### config.mk
export PLATFORM = sky130hd
export DESIGN_NAME = audio_fetch_scheduler_flat
export DESIGN_NICKNAME = d
export VERILOG_FILES = /design/src/rtl/audio_pkg.sv /design/src/rtl/audio_fetch_scheduler_if.sv /design/src/rtl/audio_fetch_scheduler.sv /design/src/flat_wrapper.sv
export SDC_FILE = /design/constraint.sdc
export NUM_CORES = 1
export LEC_CHECK = 0
export CAP_MARGIN = 20
export CELL_PAD_IN_SITES_DETAIL_PLACEMENT = 1
export CELL_PAD_IN_SITES_GLOBAL_PLACEMENT = 1
export CORE_UTILIZATION = 24
export CTS_CLUSTER_SIZE = 12
export DETAILED_ROUTE_END_ITERATION = 10
export PLACE_DENSITY_LB_ADDON = 0.1
export SLEW_MARGIN = 5
export SYNTH_ARGS = -nofsm -noshare
export SYNTH_HDL_FRONTEND = slang
export SYNTH_SLANG_ARGS = --single-unit
### constraint.sdc
create_clock -name clk -period 2.6 [get_ports clk]
set_input_delay 0.52 -clock clk [delete_from_list [all_inputs] [get_ports clk]]
set_output_delay 0.52 -clock clk [all_outputs]
set_load 0.01 [all_outputs]
### src/rtl/audio_pkg.sv
// audio_pkg: shared types and constants for the audio fetch scheduler.
//   state_e              : scheduler states, in traversal order
//   DEFAULT_NUM_CHANNELS : default number of audio channels served
//   SAMPLE_W / ADDR_W    : sample data width and memory byte-address width
`timescale 1ns/1ps
package audio_pkg;
    typedef enum logic [2:0] {
        ST_IDLE,
        ST_SCAN,
        ST_REQ,
        ST_WAIT,
        ST_DELIVER
    } state_e;

    localparam int DEFAULT_NUM_CHANNELS = 8;
    localparam int SAMPLE_W             = 16;
    localparam int ADDR_W               = 32;
endpackage

### src/rtl/audio_fetch_scheduler_if.sv
// audio_fetch_scheduler_if: single-outstanding memory read bus.
//   mem_req_valid/mem_req_addr/mem_req_ready : request handshake (accept on valid & ready)
//   mem_rsp_valid/mem_rsp_data               : single-cycle read-data strobe
// Modports: master = scheduler side, slave = memory side.
`timescale 1ns/1ps
interface audio_fetch_scheduler_if;
    import audio_pkg::*;

    logic                mem_req_valid;
    logic [ADDR_W-1:0]   mem_req_addr;
    logic                mem_req_ready;
    logic                mem_rsp_valid;
    logic [SAMPLE_W-1:0] mem_rsp_data;

    modport master (
        output mem_req_valid, mem_req_addr,
        input  mem_req_ready, mem_rsp_valid, mem_rsp_data
    );

    modport slave (
        input  mem_req_valid, mem_req_addr,
        output mem_req_ready, mem_rsp_valid, mem_rsp_data
    );
endinterface

### src/rtl/audio_fetch_scheduler.sv
// audio_fetch_scheduler: on each sample_tick walks the channels in ascending
// order, fetches one 16-bit sample for every playing channel over the memory
// bus (one request outstanding at a time) and hands it to the channel with a
// one-cycle ch_ready strobe.
// Ports:
//   clk, rst (async, active-low)
//   sample_tick           : starts one fetch round
//   ch_playing, ch_addr   : per-channel playing flag and packed 32-bit address
//   ch_ready, ch_sample   : one-hot delivery strobe and sample data
//   mem                   : memory bus (master modport)
//   busy, overrun, overrun_clr : status; overrun is sticky, set wins over clear
//   timeout               : only with AUDIO_FETCH_TIMEOUT_EN; pulses when WAIT
//                           gives up after TIMEOUT_CYCLES and delivers 0
// Optional feature macro: AUDIO_FETCH_TIMEOUT_EN
`timescale 1ns/1ps
module audio_fetch_scheduler
    import audio_pkg::*;
#(
    parameter int NUM_CHANNELS   = DEFAULT_NUM_CHANNELS,
    parameter int TIMEOUT_CYCLES = 255
) (
    input  logic                           clk,
    input  logic                           rst,
    input  logic                           sample_tick,
    input  logic [NUM_CHANNELS-1:0]        ch_playing,
    input  logic [NUM_CHANNELS*ADDR_W-1:0] ch_addr,
    output logic [NUM_CHANNELS-1:0]        ch_ready,
    output logic [SAMPLE_W-1:0]            ch_sample,
    audio_fetch_scheduler_if.master        mem,
    output logic                           busy,
    output logic                           overrun,
    input  logic                           overrun_clr
`ifdef AUDIO_FETCH_TIMEOUT_EN
    ,
    output logic                           timeout
`endif
);

    // One extra bit so the index can never wrap before the last-channel compare.
    localparam int IDX_W = $clog2(NUM_CHANNELS) + 1;
    localparam logic [IDX_W-1:0] LAST_IDX = IDX_W'(NUM_CHANNELS - 1);

    if (NUM_CHANNELS < 1 || NUM_CHANNELS > 16 || TIMEOUT_CYCLES < 1) begin : g_bad_param
        $error("audio_fetch_scheduler: NUM_CHANNELS must be 1..16 and TIMEOUT_CYCLES >= 1");
    end

    state_e                state_q, state_d;
    logic [IDX_W-1:0]      idx_q, idx_d;
    logic [ADDR_W-1:0]     addr_q, addr_d;
    logic [SAMPLE_W-1:0]   data_q, data_d;
    logic [NUM_CHANNELS-1:0] ch_ready_q, ch_ready_d;
    logic                  req_valid_q, req_valid_d;
    logic                  busy_q, busy_d;
    logic                  overrun_q, overrun_d;

`ifdef AUDIO_FETCH_TIMEOUT_EN
    localparam int CNT_W = $clog2(TIMEOUT_CYCLES + 1);
    localparam logic [CNT_W-1:0] CNT_LAST = CNT_W'(TIMEOUT_CYCLES - 1);
    logic [CNT_W-1:0] cnt_q, cnt_d;
    logic             timeout_q, timeout_d;
`endif

    // Channel mux: playing flag, address and one-hot strobe for the current index.
    logic                    sel_playing;
    logic [ADDR_W-1:0]       sel_addr;
    logic [NUM_CHANNELS-1:0] sel_onehot;

    always_comb begin
        sel_playing = 1'b0;
        sel_addr    = '0;
        sel_onehot  = '0;
        for (int i = 0; i < NUM_CHANNELS; i++) begin
            if (idx_q == IDX_W'(i)) begin
                sel_playing   = ch_playing[i];
                sel_addr      = ch_addr[i*ADDR_W +: ADDR_W];
                sel_onehot[i] = 1'b1;
            end
        end
    end

    always_comb begin
        state_d     = state_q;
        idx_d       = idx_q;
        addr_d      = addr_q;
        data_d      = data_q;
        ch_ready_d  = '0;
        req_valid_d = req_valid_q;
`ifdef AUDIO_FETCH_TIMEOUT_EN
        cnt_d       = cnt_q;
        timeout_d   = 1'b0;
`endif
        case (state_q)
            ST_IDLE: begin
                if (sample_tick) begin
                    idx_d   = '0;
                    state_d = ST_SCAN;
                end
            end
            ST_SCAN: begin
                if (sel_playing) begin
                    addr_d      = sel_addr;
                    req_valid_d = 1'b1;
                    state_d     = ST_REQ;
                end else if (idx_q == LAST_IDX) begin
                    state_d = ST_IDLE;
                end else begin
                    idx_d = idx_q + IDX_W'(1);
                end
            end
            ST_REQ: begin
                if (mem.mem_req_ready) begin
                    req_valid_d = 1'b0;
                    state_d     = ST_WAIT;
`ifdef AUDIO_FETCH_TIMEOUT_EN
                    cnt_d       = '0;
`endif
                end
            end
            ST_WAIT: begin
                if (mem.mem_rsp_valid) begin
                    data_d     = mem.mem_rsp_data;
                    ch_ready_d = sel_onehot;
                    state_d    = ST_DELIVER;
                end
`ifdef AUDIO_FETCH_TIMEOUT_EN
                else if (cnt_q == CNT_LAST) begin
                    data_d     = '0;
                    ch_ready_d = sel_onehot;
                    timeout_d  = 1'b1;
                    state_d    = ST_DELIVER;
                end else begin
                    cnt_d = cnt_q + CNT_W'(1);
                end
`endif
            end
            ST_DELIVER: begin
                if (idx_q == LAST_IDX) begin
                    state_d = ST_IDLE;
                end else begin
                    idx_d   = idx_q + IDX_W'(1);
                    state_d = ST_SCAN;
                end
            end
            default: state_d = ST_IDLE;
        endcase

        busy_d = (state_d != ST_IDLE);

        // A tick while a round is in flight is dropped; it only raises overrun.
        overrun_d = overrun_q;
        if (overrun_clr)
            overrun_d = 1'b0;
        if (sample_tick && (state_q != ST_IDLE))
            overrun_d = 1'b1;
    end

    always_ff @(posedge clk or negedge rst) begin
        if (!rst) begin
            state_q     <= ST_IDLE;
            idx_q       <= '0;
            addr_q      <= '0;
            data_q      <= '0;
            ch_ready_q  <= '0;
            req_valid_q <= 1'b0;
            busy_q      <= 1'b0;
            overrun_q   <= 1'b0;
`ifdef AUDIO_FETCH_TIMEOUT_EN
            cnt_q       <= '0;
            timeout_q   <= 1'b0;
`endif
        end else begin
            state_q     <= state_d;
            idx_q       <= idx_d;
            addr_q      <= addr_d;
            data_q      <= data_d;
            ch_ready_q  <= ch_ready_d;
            req_valid_q <= req_valid_d;
            busy_q      <= busy_d;
            overrun_q   <= overrun_d;
`ifdef AUDIO_FETCH_TIMEOUT_EN
            cnt_q       <= cnt_d;
            timeout_q   <= timeout_d;
`endif
        end
    end

    assign ch_ready          = ch_ready_q;
    assign ch_sample         = data_q;
    assign mem.mem_req_valid = req_valid_q;
    assign mem.mem_req_addr  = addr_q;
    assign busy              = busy_q;
    assign overrun           = overrun_q;
`ifdef AUDIO_FETCH_TIMEOUT_EN
    assign timeout           = timeout_q;
`endif

endmodule

### src/flat_wrapper.sv
// flat-port wrapper written by rule: the top's interface ports become plain ports
module audio_fetch_scheduler_flat import audio_pkg::*;
#(
    parameter int NUM_CHANNELS   = DEFAULT_NUM_CHANNELS,
    parameter int TIMEOUT_CYCLES = 255
)
  (clk, rst, sample_tick, ch_playing, ch_addr, ch_ready, ch_sample, busy, overrun, overrun_clr, mem_mem_req_valid, mem_mem_req_addr, mem_mem_req_ready, mem_mem_rsp_valid, mem_mem_rsp_data);
  audio_fetch_scheduler_if mem_i ();
  input  logic clk;
  input  logic rst;
  input  logic sample_tick;
  input  logic [NUM_CHANNELS-1:0] ch_playing;
  input  logic [NUM_CHANNELS*ADDR_W-1:0] ch_addr;
  output logic [NUM_CHANNELS-1:0] ch_ready;
  output logic [SAMPLE_W-1:0] ch_sample;
  output logic busy;
  output logic overrun;
  input  logic overrun_clr;
  output wire logic [$bits(mem_i.mem_req_valid)-1:0] mem_mem_req_valid;
  output wire logic [$bits(mem_i.mem_req_addr)-1:0] mem_mem_req_addr;
  input wire logic [$bits(mem_i.mem_req_ready)-1:0] mem_mem_req_ready;
  input wire logic [$bits(mem_i.mem_rsp_valid)-1:0] mem_mem_rsp_valid;
  input wire logic [$bits(mem_i.mem_rsp_data)-1:0] mem_mem_rsp_data;
  assign mem_mem_req_valid = mem_i.mem_req_valid;
  assign mem_mem_req_addr = mem_i.mem_req_addr;
  assign mem_i.mem_req_ready = mem_mem_req_ready;
  assign mem_i.mem_rsp_valid = mem_mem_rsp_valid;
  assign mem_i.mem_rsp_data = mem_mem_rsp_data;
  audio_fetch_scheduler #(.NUM_CHANNELS(NUM_CHANNELS), .TIMEOUT_CYCLES(TIMEOUT_CYCLES)) u_core (.clk(clk), .rst(rst), .sample_tick(sample_tick), .ch_playing(ch_playing), .ch_addr(ch_addr), .ch_ready(ch_ready), .ch_sample(ch_sample), .mem(mem_i), .busy(busy), .overrun(overrun), .overrun_clr(overrun_clr));
endmodule
* Word-level counts from Yosys, hierarchy flattened
Index checks and enable logic that the tools add are counted.
Storage, ports and cells: register bits after elaboration 66, output and inout port bits 59, word-level logic and storage cells 78
Operators by class: $add $sub $neg 1, eq/ne operators 15, mux-type cells 42, reduce and logical (&&, ||, !) cells 12
Operators by type and width (number):
- $mux W32 | 8
- $mux W1 | 21
- $eq A4 B3 Y1 const B | 4
- $mux W8 | 2
- $mux W3 | 5
- $pmux W3 S5 | 1
- $mux W4 | 3
- $pmux W4 S3 | 1
- $reduce_bool A3 Y1 | 3
- $eq A4 B2 Y1 const B | 2
- $eq A3 B2 Y1 const B | 2
- $ne A2 B2 Y1 const B | 3
- $reduce_and A3 Y1 | 2
- $add A4 B1 Y4 const B | 1
- $eq A4 B1 Y1 const B | 1
- $logic_not A4 Y1 | 1
- $reduce_and A2 Y1 | 2
- $reduce_bool A2 Y1 | 2
- $eq A3 B1 Y1 const B | 1
- $eq A3 B3 Y1 const B | 1
- $logic_not A3 Y1 | 1
- $ne A2 B1 Y1 const B | 1
- $pmux W1 S2 | 1
- $logic_and A1 B1 Y1 | 1

* Logic depth before layout (Yosys ltp)
depth after elaboration 12, depth in mapped cells 10, depth with buffers taken out 7

* Worst setup path after synthesis
OpenSTA, ideal clock, no wires.
kind register to register, start point reg u_core.idx_q[0], end point reg u_core.addr_q[30] (netlist: u_core.mem.mem_req_addr[30]), library setup time 0.125 ns, arrival 2.130 ns, required time 2.475 ns, setup slack 0.345 ns, cell stages (with the launch flop) 9, clock period less this slack 2.255 ns, path through dfrtp_1 -> ha_1 -> buf_2 -> or3_1 -> buf_2 -> a221oi_4 -> o21ai_2 -> o22ai_4 -> mux2_4
On the way: cells in the longest elaborated chain, start to end 10
RTL lines:
- from (decl) | line audio_fetch_scheduler.sv:48 | logic [IDX_W-1:0] idx_q, idx_d;
- from (signal assigned) | line audio_fetch_scheduler.sv:173 | idx_q <= idx_d;
- $logic_not A4 Y1 | line audio_fetch_scheduler.sv:73 | if (idx_q == IDX_W'(i)) begin
- $mux W1 (8 in a row) | line audio_fetch_scheduler.sv:73
- $reduce_and A2 Y1 (no source line)
- to (signal assigned) | line audio_fetch_scheduler.sv:174 | addr_q <= addr_d;
- to (decl) | line audio_fetch_scheduler.sv:49 | logic [ADDR_W-1:0] addr_q, addr_d;
Several ways; a longest one is shown, not always the timed one. A chain may end at the register's enable or synchronous reset.

* Worst setup path after layout
start point reg u_core.idx_q[1], end point reg u_core.addr_q[16] (netlist: u_core.mem.mem_req_addr[16])
Same word-level chain as after synthesis.

==> flow_summary.rst <==
.. list-table::
   :header-rows: 1

   * - Metric
     - Value
   * - Setup violators final
     - 0
   * - Cells after Synth
     - 575
   * - HP Class
     - in -> async
   * - Status
     - finished, final reports clean
   * - Worst-case hold slack
     - 296 ps
   * - Unrepaired setup endpoints after global routing
     - no
   * - Main combinational cell family by area after synthesis
     - compound AO/OA/AOI/OAI gates
   * - Clock buffer count from CTS
     - 9
   * - Die Ht
     - 144 um
   * - Vias per cell
     - 5.11
   * - Total via count in the routed design
     - 5919
   * - Complex-gate fraction of the synthesized area
     - 0.333
   * - Critical path class
     - reg -> reg
   * - Arrival time at the worst endpoint
     - 2700 ps
   * - Overall fraction of global-route tracks in use
     - 0.229
   * - Summed negative setup slack over all endpoints
     - 0 ps
   * - Power density relative to cell area
     - 989 mW/mm^2
   * - Clock slew at reported path FFs
     - 60 ps
   * - Final setup skew
     - 7.46 ps
   * - Sw Ratio
     - 0.418
   * - Max Used Layer
     - met4
   * - DRC
     - 0
   * - Total number of clock tree sinks
     - 66
   * - Number of antenna violations at the first check in global routing
     - 0
   * - # nets final
     - 1180
   * - Mux contribution to synthesized area
     - 0.0709
   * - Global-route wire length before repair
     - 35800 um
   * - Share of the cycle needed by the critical path after routing
     - 0.941
   * - Count of input and output buffers
     - 344
   * - RD Place Congestion
     - 0.835
   * - Setup repair bufs after CTS
     - 0
   * - Post-synthesis net count
     - 865
   * - Sequential cell area fraction in the yosys report
     - 0.339
   * - Final-report hold violation count
     - 0
   * - Placement Rows
     - 51
   * - Diode insertion count for antenna repair
     - 0
   * - Final-report max-slew violation count
     - 0
   * - Total routed wirelength
     - 24200 um
   * - DPL Wire Length
     - 18900 um
   * - Count of filler cells inserted in the layout
     - 2279
   * - Initial detailed-routing violation count
     - 201
   * - Detailed route wirelength on metal2
     - 12900 um
   * - Yosys warning total
     - 0
   * - Via count of the first global-routing pass
     - 6424
   * - Antenna violation net count after detailed routing
     - 0
   * - Worst vdd rail ir drop
     - 0.488 mV
   * - Yosys cell types
     - 43
   * - Total leakage power
     - 0.00350 uW
   * - Fmax
     - 409 MHz
   * - Total number of H-tree levels
     - 3
   * - Die Footprint
     - 0.0209 mm^2
   * - Die X
     - 144 um
   * - Worst slew margin relative to its limit
     - 0.403
   * - Minimum clock period after layout
     - 2450 ps
   * - Share of the synthesized netlist area taken by xor and xnor gates
     - 0.00180
   * - Cell area after technology mapping
     - 0.00487 mm^2
   * - Number of buffers inserted for hold repair after clock tree synthesis
     - 0
   * - CTS Root Buffer Type
     - clkbuf_16
   * - Required time at the endpoint of the critical path
     - 2850 ps
   * - Fraction of power consumed by the clock network
     - 0.140
   * - Post-Syn Area per Cell
     - 8.47 um^2
   * - Critical-path maximum fanout
     - 18
   * - Worst reg-to-reg setup slack
     - 150 ps
   * - Maximum clock insertion buffer count
     - 2
   * - Area added between synthesis and finish
     - 82.5%
   * - Sw Pwr
     - 3670 uW
   * - Share of power burned in registers
     - 0.202
   * - Clock tree from TritonCTS
     - yes
   * - Initial Utilization
     - 0.248
   * - Max cap viols
     - 0
   * - Core region area
     - 0.0197 mm^2
   * - Metal1 wirelength
     - 9280 um
   * - Post-detailed-route wirelength per cell
     - 20.9 um
   * - Fraction of final layout cells sized beyond drive strength 1
     - 0.0548
   * - Pint
     - 5120 uW
   * - Category of the worst setup path launch point
     - register
   * - Drt first pass iters
     - 5
   * - Crit end category
     - register
   * - #FFs+latches synth
     - 66
   * - Worst skew pair latency
     - 340 ps
   * - Largest net degree at the start of global routing
     - 67
   * - Simple-gate area share of the yosys netlist
     - 0.154
   * - WL met3
     - 1630 um
   * - Number of top-level pins
     - 345
   * - Residual overflow from global routing
     - 0
   * - Worst slew pin tran
     - 895 ps
   * - Comb power frac
     - 0.658
   * - Share of synthesized cell area in full adder, half adder and majority cells
     - 0.0103
-- registers in the layout, indices dropped and copies added, names as in the netlist --
register	cells
u_core.busy	1
u_core.ch_ready	8
u_core.ch_sample	16
u_core.idx_q	4
u_core.mem.mem_req_addr	32
u_core.mem.mem_req_valid	1
u_core.overrun	1
u_core.state_q	3
-- layout by cell type (no fill, tap or decap), types with 3 or more instances in the layout --
| cell type | count |
|---|---|
| nor2b_1 | 35 |
| o32ai_1 | 30 |
| buf_12 | 4 |
| and3_1 | 7 |
| buf_4 | 19 |
| inv_1 | 38 |
| a2bb2oi_1 | 33 |
| a221oi_1 | 32 |
| nor2_1 | 35 |
| nand3b_1 | 3 |
| nand2_1 | 59 |
| o22ai_1 | 31 |
| a21oi_1 | 36 |
| clkdlybuf4s50_1 | 343 |
| a22oi_1 | 32 |
| mux2i_1 | 33 |
| dfrtp_1 | 65 |
| clkbuf_16 | 9 |
| nand3_1 | 5 |
| nor3b_1 | 3 |
-- power groups by stage --
stage          registers, uW  clock network [uW]  logic (uW)
2_1_floorplan           1880                   0        3280
3_3_place_gp            1760                   0        5670
3_5_place_dp            1780                   0        5810
4_1_cts                 1780                1260        5830
5_1_grt                 1830                1290        6280
6_report                1770                1230        5780
-- synth_stat cells (all sizes together) --
| cell type | instances | area [um^2] |
|---|---|---|
| a211o | 1 | 8.76 |
| a21o | 2 | 15.0 |
| a21oi | 36 | 180 |
| a221oi | 33 | 307 |
| a22oi | 32 | 240 |
| a2bb2oi | 33 | 289 |
| a31oi | 2 | 12.5 |
| a32o | 1 | 10.0 |
| and3 | 7 | 43.8 |
| buf | 19 | 136 |
| clkbuf | 43 | 161 |
| dfrtp | 66 | 1650 |
| ha | 4 | 50.1 |
| inv | 39 | 146 |
| mux2 | 1 | 15.0 |
| mux2i | 33 | 330 |
| nand2 | 59 | 221 |
| nand2b | 2 | 12.5 |
| nand3 | 5 | 25.0 |
| nand3b | 3 | 22.5 |
| nor2 | 35 | 131 |
| nor2b | 36 | 225 |
| nor3 | 2 | 10.0 |
| nor3b | 3 | 22.5 |
| o211ai | 1 | 7.51 |
| o21a | 1 | 7.51 |
| o21ai | 2 | 13.8 |
| o22a | 2 | 17.5 |
| o22ai | 32 | 214 |
| o311ai | 1 | 8.76 |
| o31ai | 1 | 7.51 |
| o32a | 1 | 10.0 |
| o32ai | 31 | 272 |
| or2 | 1 | 6.26 |
| or3 | 2 | 12.5 |
| or4 | 2 | 15.0 |
| xor2 | 1 | 8.76 |
-- per-layer routing --
metal  vias to the layer above  GRT usage
met4                         0     0.0765
met1                      2918      0.252
met5                         -          0
li1                       2779          -
met3                        22     0.0543
met2                       200      0.427
-- worst max-delay path, cell delays in order (launching register included) --
cell	delay, ps
dfrtp_1	440
inv_1	140
ha_2	350
nor3b_1	100
o311ai_1	400
o21ai_2	140
o22ai_4	300
buf_12	230
mux2i_1	230
-- cell type report --
cell class / instances / area, um^2 / area share
Timing Repair Buffer: 366 / 3660 / 0.411
Clock buffer: 10 / 239 / 0.0269
Multi-Input combinational cell: 408 / 2810 / 0.316
Tap cell: 265 / 332 / 0.0373
Sequential cell: 66 / 1650 / 0.186
Clock inverter: 5 / 55.1 / 0.00620
Inverter: 39 / 146 / 0.0165
-- logic make-up after synthesis --
kind of cell / Yosys count
AOI/OAI and AO/OA: 212
xor gates and xnor gates: 1
adders and majority gates: 4
buffers and inverters: 101
DFF: 66
muxes: 34
and+or+nand+nor: 157
-- path summary, 6_finish.rpt --
path | startpoint | to | cells after the start
worst max-delay path | u_core.idx_q[1]$_DFFE_PN0P_ | u_core.mem.mem_req_addr[16]$_DFFE_PN0P_ | 8
worst min-delay path | rst | u_core.overrun$_DFFE_PN0P_ | 1
worst max register to register | u_core.idx_q[1]$_DFFE_PN0P_ | u_core.mem.mem_req_addr[16]$_DFFE_PN0P_ | 8
worst min register to register | u_core.ch_sample[7]$_DFFE_PN0P_ | u_core.ch_sample[7]$_DFFE_PN0P_ | 2
max in group asynchronous | rst | u_core.idx_q[3]$_DFFE_PN0P_ | 1
min in group clk | u_core.ch_sample[7]$_DFFE_PN0P_ | u_core.ch_sample[7]$_DFFE_PN0P_ | 2
-- per-stage QoR --
step                total power [uW]  setup slack [ps]  std cells   util  area, um^2
global route                    9400              27.9       1159  0.452        8890
finish                          8780               153       1159  0.452        8890
CTS                             8870               125       1159  0.452        8880
floorplan                       5160               345        575      -        4870
detailed placement              7590               157       1144  0.437        8580
global placement                7430               220       1144  0.437        8580
-- timing repair --
item                       CTS  global route
hold endpoints to repair     0             0
setup endpoints to repair    0             1
resized for setup            0             1
(Power assumes the default switching activity.)
